**src/rtl/envelope_sequencer_pkg.sv**
```systemverilog
// Shared audio definitions: phase codes, speed width and the lerper speed encoding.
`timescale 1ns/1ps
package envelope_sequencer_pkg;

    // Speed encoding shared with the lerper: positive N = N steps per cycle,
    // negative -N = 1 step every N cycles, 0 = immediate jump to target.
    localparam int SPEED_WIDTH = 16;

    localparam logic [2:0] PH_IDLE    = 3'd0;
    localparam logic [2:0] PH_ATTACK  = 3'd1;
    localparam logic [2:0] PH_HOLD    = 3'd2;
    localparam logic [2:0] PH_DECAY   = 3'd3;
    localparam logic [2:0] PH_SUSTAIN = 3'd4;
    localparam logic [2:0] PH_RELEASE = 3'd5;

    typedef enum logic [2:0] {
        ST_IDLE    = PH_IDLE,
        ST_ATTACK  = PH_ATTACK,
        ST_HOLD    = PH_HOLD,
        ST_DECAY   = PH_DECAY,
        ST_SUSTAIN = PH_SUSTAIN,
        ST_RELEASE = PH_RELEASE
    } state_t;

endpackage

```
**src/rtl/envelope_sequencer_hold_timer.sv**
```systemverilog
// Peak-hold down counter: load, decrement while above zero, zero flag. Never wraps.
`timescale 1ns/1ps
module hold_timer #(
    parameter int WIDTH = 16
) (
    input  logic             clk,
    input  logic             rst,
    input  logic             load,
    input  logic [WIDTH-1:0] load_value,
    input  logic             dec,
    output logic             zero
);

    logic [WIDTH-1:0] count;

    always_ff @(posedge clk) begin
        if (rst) begin
            count <= '0;
        end else if (load) begin
            count <= load_value;
        end else if (dec && (count != '0)) begin
            count <= count - WIDTH'(1);
        end
    end

    assign zero = (count == '0);

endmodule

```
**src/rtl/envelope_sequencer.sv**
```systemverilog
// Gated attack/hold/decay/sustain/release envelope driving one lerper voice.
`timescale 1ns/1ps
module envelope_sequencer
    import envelope_sequencer_pkg::*;
#(
    parameter int SIGNAL_WIDTH = 16
) (
    input  logic                    clk,
    input  logic                    rst,
    input  logic                    gate,
    input  logic [SPEED_WIDTH-1:0]  attack_speed,
    input  logic [SPEED_WIDTH-1:0]  decay_speed,
    input  logic [SPEED_WIDTH-1:0]  release_speed,
    input  logic [SIGNAL_WIDTH-1:0] peak_level,
    input  logic [SIGNAL_WIDTH-1:0] sustain_level,
    input  logic [15:0]             hold_cycles,
    input  logic [SIGNAL_WIDTH-1:0] i_level,
    output logic [SIGNAL_WIDTH-1:0] o_target,
    output logic [SPEED_WIDTH-1:0]  o_speed,
    output logic [2:0]              o_phase,
    output logic                    o_active,
    output logic                    o_done
);

    state_t state;
    state_t next_state;
    logic   gate_q;
    logic   armed;
    logic   rise;
    logic   done_next;
    logic   hold_load;
    logic   hold_dec;
    logic   hold_zero;
    logic   peak_hit;

    // armed blocks a false rise when gate is already high as reset releases.
    assign rise     = gate & ~gate_q & armed;
    assign peak_hit = (i_level == peak_level);

    always_comb begin
        next_state = state;
        done_next  = 1'b0;
        case (state)
            ST_IDLE:    if (rise) next_state = ST_ATTACK;
            ST_ATTACK: begin
                if (!gate)         next_state = ST_RELEASE;
                else if (peak_hit) next_state = (hold_cycles == 16'd0) ? ST_DECAY : ST_HOLD;
            end
            ST_HOLD: begin
                if (!gate)          next_state = ST_RELEASE;
                else if (hold_zero) next_state = ST_DECAY;
            end
            ST_DECAY: begin
                if (!gate)                           next_state = ST_RELEASE;
                else if (i_level == sustain_level)   next_state = ST_SUSTAIN;
            end
            ST_SUSTAIN: if (!gate) next_state = ST_RELEASE;
            ST_RELEASE: begin
                if (rise) begin
                    next_state = ST_ATTACK;
                end else if (i_level == '0) begin
                    next_state = ST_IDLE;
                    done_next  = 1'b1;
                end
            end
            default:    next_state = ST_IDLE;
        endcase
    end

    assign hold_load = (state == ST_ATTACK) && gate && peak_hit && (hold_cycles != 16'd0);
    assign hold_dec  = (state == ST_HOLD) && gate && !hold_zero;

    hold_timer #(.WIDTH(16)) u_hold_timer (
        .clk        (clk),
        .rst        (rst),
        .load       (hold_load),
        .load_value (hold_cycles - 16'd1),
        .dec        (hold_dec),
        .zero       (hold_zero)
    );

    always_ff @(posedge clk) begin
        if (rst) begin
            state    <= ST_IDLE;
            gate_q   <= 1'b0;
            armed    <= 1'b0;
            o_target <= '0;
            o_speed  <= '0;
            o_done   <= 1'b0;
        end else begin
            state  <= next_state;
            gate_q <= gate;
            armed  <= armed | ~gate;
            o_done <= done_next;
            case (next_state)
                ST_ATTACK:  begin o_target <= peak_level;    o_speed <= attack_speed;  end
                ST_HOLD:    begin o_target <= peak_level;    o_speed <= '0;            end
                ST_DECAY:   begin o_target <= sustain_level; o_speed <= decay_speed;   end
                ST_SUSTAIN: begin o_target <= sustain_level; o_speed <= decay_speed;   end
                ST_RELEASE: begin o_target <= '0;            o_speed <= release_speed; end
                default:    begin o_target <= '0;            o_speed <= '0;            end
            endcase
        end
    end

    assign o_phase  = state;
    assign o_active = (state != ST_IDLE);

endmodule

```
**config.mk**
```make
export PLATFORM = sky130hd
export DESIGN_NAME = envelope_sequencer
export DESIGN_NICKNAME = d
export VERILOG_FILES = /design/src/rtl/envelope_sequencer_pkg.sv /design/src/rtl/envelope_sequencer_hold_timer.sv /design/src/rtl/envelope_sequencer.sv
export SDC_FILE = /design/constraint.sdc
export NUM_CORES = 1
export LEC_CHECK = 0
export BUFFER_PORTS_ARGS = -buffer_cell sky130_fd_sc_hd__buf_2
export CORE_ASPECT_RATIO = 1.2
export CORE_MARGIN = 4
export CORE_UTILIZATION = 46
export DETAILED_ROUTE_END_ITERATION = 6
export MAX_ROUTING_LAYER = met4
export PLACE_DENSITY = 0.8
export SLEW_MARGIN = 20
export SYNTH_ARGS = -nofsm -noshare
export SYNTH_HDL_FRONTEND = slang
export SYNTH_SLANG_ARGS = --single-unit
```
**constraint.sdc**
```tcl
create_clock -name clk -period 11.2 [get_ports clk]
set_input_delay 1.12 -clock clk [delete_from_list [all_inputs] [get_ports clk]]
set_output_delay 1.12 -clock clk [all_outputs]
set_load 0.005 [all_outputs]
```
==> impl_metrics.toml <==
[critical_path]
crit_fanout = 14
endpoint_kind = "flip-flop"
cp-start-kind = "input port"
required_ns = 11.40
critPathKind = "input port to flip-flop"
cp.arrival_ns = 5.06

[logic_synthesis]
syn_nets = 478
synth_top_family_by_area = "compound AO/OA/AOI/OAI gates"
yosys.area_share.adder = 0.00405
synthFlopType = "dfxtp_1"
synth-xor-area-share = 0.0993
synth.yosys.seq_area_share = 0.350
yosys.area_share.simple = 0.206
synth.distinct_cells = 48
yosys_warnings = 0
syn_avg_cell_area_sq_um = 8.53
yosysTopAreaCellShare = 0.350
synth-seq-cells = 54
synth_area_leader_cell = "dfxtp_1"
synth_compound_area_frac = 0.278
netlist_instances = 362
ys_async_sr_fraction = 0
netlist_area_sq_mm = 0.00309
muxShareOfSynthArea = 0.0239
synth_area_leaders = "dfxtp_1 35%, xnor2_1 9.6%, o2bb2ai_1 5.1%, a22o_1 4.5%, a22oi_1 3.9%"
synth_edf_count = 0

[placed_design]
pre_cts_slack_ns = 6.15
placed_cells = 579
place_area_sq_mm = 0.00388
routabilityCongestion = 0.962
post-dp-hpwl_microns = 7790
port_buffers = 151

[global_routing]
grtUsageTotal = 0.251
grt_pass1_wl_microns = 15500
grtUsageMet2 = 0.421
antenna_found_initial = 0
met1_usage = 0.304
grt_pass1_vias = 3371
grt-busiest-layer = "met2"
grt-ovfl-total = 0
grt_use_met3 = 0.0517
grt_max_degree = 33

[cts]
holdBufCountCts = 0
clk_path_buf_depth = 2
cts_root_buf = "clkbuf_8"
cts-buffers-inserted = 5
cts_resized = 0
post_cts_buffers = 0
cts_tree = "built"
clk_latency_ns = 0.32
clkSinkCount = 54
path_clk_slew_ns = 0.10
htree_levels = 2

[detailed_routing]
routed_wl_microns = 9890
post-route-drc-count = 0
vias = 3403
via_per_inst = 5.79
drtIter0Drc = 209
drt-pass1-iter-count = 5
ant_nets = 0
wl_per_cell_microns = 16.8

[final_layout]
nets = 617
nFillCells = 610
drive_above_1_share = 0.339
stdcell_count = 588
fin_area_sq_mm = 0.00398
area_growth_pct = 28.8

[timing]
rsz0062_at_grt = "no"
drv_slew = 0
holdWs_ns = 0.480
fin_ws_ns = 6.35
tightestPinTransition_ns = 1.07
setup_viol = 0
tns_ns = 0
fmax_ghz = 0.206
slew_headroom = 0.284
hold_violations = 0
min_period_over_period = 0.433
finClkSkew_ns = 0.0135
period_needed_ns = 4.85

[hold_path]
hp-class = "flip-flop to flip-flop"

[floorplan]
dieWidth_microns = 82.8
fp.dieH_microns = 97.7
row_count = 32
core_sq_mm = 0.00649
ioPinCount = 152
die-area_sq_mm = 0.00809
start_util = 0.476

[pwr]
internal_power_uw = 293
vdd_ir_drop_max_v = 0.0000750
power_switching_uw = 124
swShare = 0.297
leakage_uw = 0.00170
power_density_mw_per_mm2 = 105
p_seq_frac = 0.498
power.share.clock = 0.277
p_comb_frac = 0.226

[outcome]
status = "finished, final reports clean"

[run]
maxCapViolCount = 0
==> synthesized netlist by cell type, drive strengths merged, types with 6 or more instances <==
cell     instances
o21ai           16
nor2            18
nand3            7
xnor2           34
inv              6
a22oi           16
clkbuf          13
o2bb2ai         18
buf              9
dfxtp           54
o211ai           6
a22o            16
nand4           10
nand2           25
nor3            13
nor4            16
o31ai            7
a21oi           17
a31oi            8
or4              6
==> final timing paths <==
path,startpoint,to,slack (ns),cells after the start
setup / recovery,hold_cycles[3],u_hold_timer.count[14],6.35,14
hold / removal,armed,armed,0.48,1
hold reg to reg,armed,armed,0.48,1
setup reg to reg,o_phase[1],u_hold_timer.count[14],7.55,12
==> metrics by stage <==
step	util	power, uW
4_1_cts	0.612	420
3_3_place_gp	0.598	304
2_1_floorplan	-	257
6_report	0.613	417
5_1_grt	0.612	437
3_5_place_dp	0.598	306
==> registers in the layout, summed over array words and instances (netlist names) <==
register / flops
o_phase: 3
o_done: 1
armed: 1
gate_q: 1
u_hold_timer.count: 16
o_target: 16
o_speed: 16
==> worst max-delay path, stage by stage <==
cell	delay (ns)
buf_2	0.12
nor3_1	0.49
nand4_1	0.28
o31ai_1	0.55
or4_1	0.50
mux2i_1	0.25
ha_1	0.36
nand2_1	0.11
nor2_1	0.19
nand2_1	0.16
o41a_1	0.34
o311ai_0	0.29
o31ai_1	0.12
o21bai_1	0.17
==> cell families after synthesis <==
logic type	after synthesis
compound gates	118
simple gates	118
flops	54
xor+xnor	35
buf+inv	29
mux	7
fa+ha+maj	1
==> power groups by stage <==
stage	logic, uW	registers (uW)	clock network, uW
floorplan	44.7	212	0
global placement	92.5	211	0
detailed placement	94.1	211	0
CTS	94.2	207	118
global route	102	209	126
finish	94.2	207	115
==> layout by cell type (no fill, tap or decap), types with 4 or more instances in the layout <==
master	instances
xnor2_1	34
o2bb2ai_1	18
nor3_1	13
nor2_1	18
nand3_1	7
buf_2	151
nand4_1	10
a22oi_1	16
nand3b_1	5
a31oi_1	8
nand2_1	25
o31ai_1	7
dfxtp_1	54
or3_1	4
nand2b_1	4
o21ai_0	14
a21oi_1	16
clkbuf_8	5
o211ai_1	6
or4_1	6
nor4_1	15
a22o_1	16
mux2i_1	4
inv_1	6
==> routing by layer <==
layer  vias up  routed length [microns]  share of wire
met5         -                        0              0
met4         0                      115          0.012
met3        10                      820          0.083
met2       163                     5000           0.51
met1      1571                     3950           0.40
li1       1659                        -              -
==> cell type report <==
class	count	area, sq um	area share
Multi-Input combinational cell	279	1890	0.475
Sequential cell	54	1080	0.272
Tap cell	85	106	0.0268
Timing Repair Buffer	154	778	0.196
Antenna cell	1	2.50	0.000630
Inverter	7	26.3	0.00661
Clock inverter	3	25.0	0.00630
Clock buffer	5	68.8	0.0173
(Power assumes the default switching activity.)
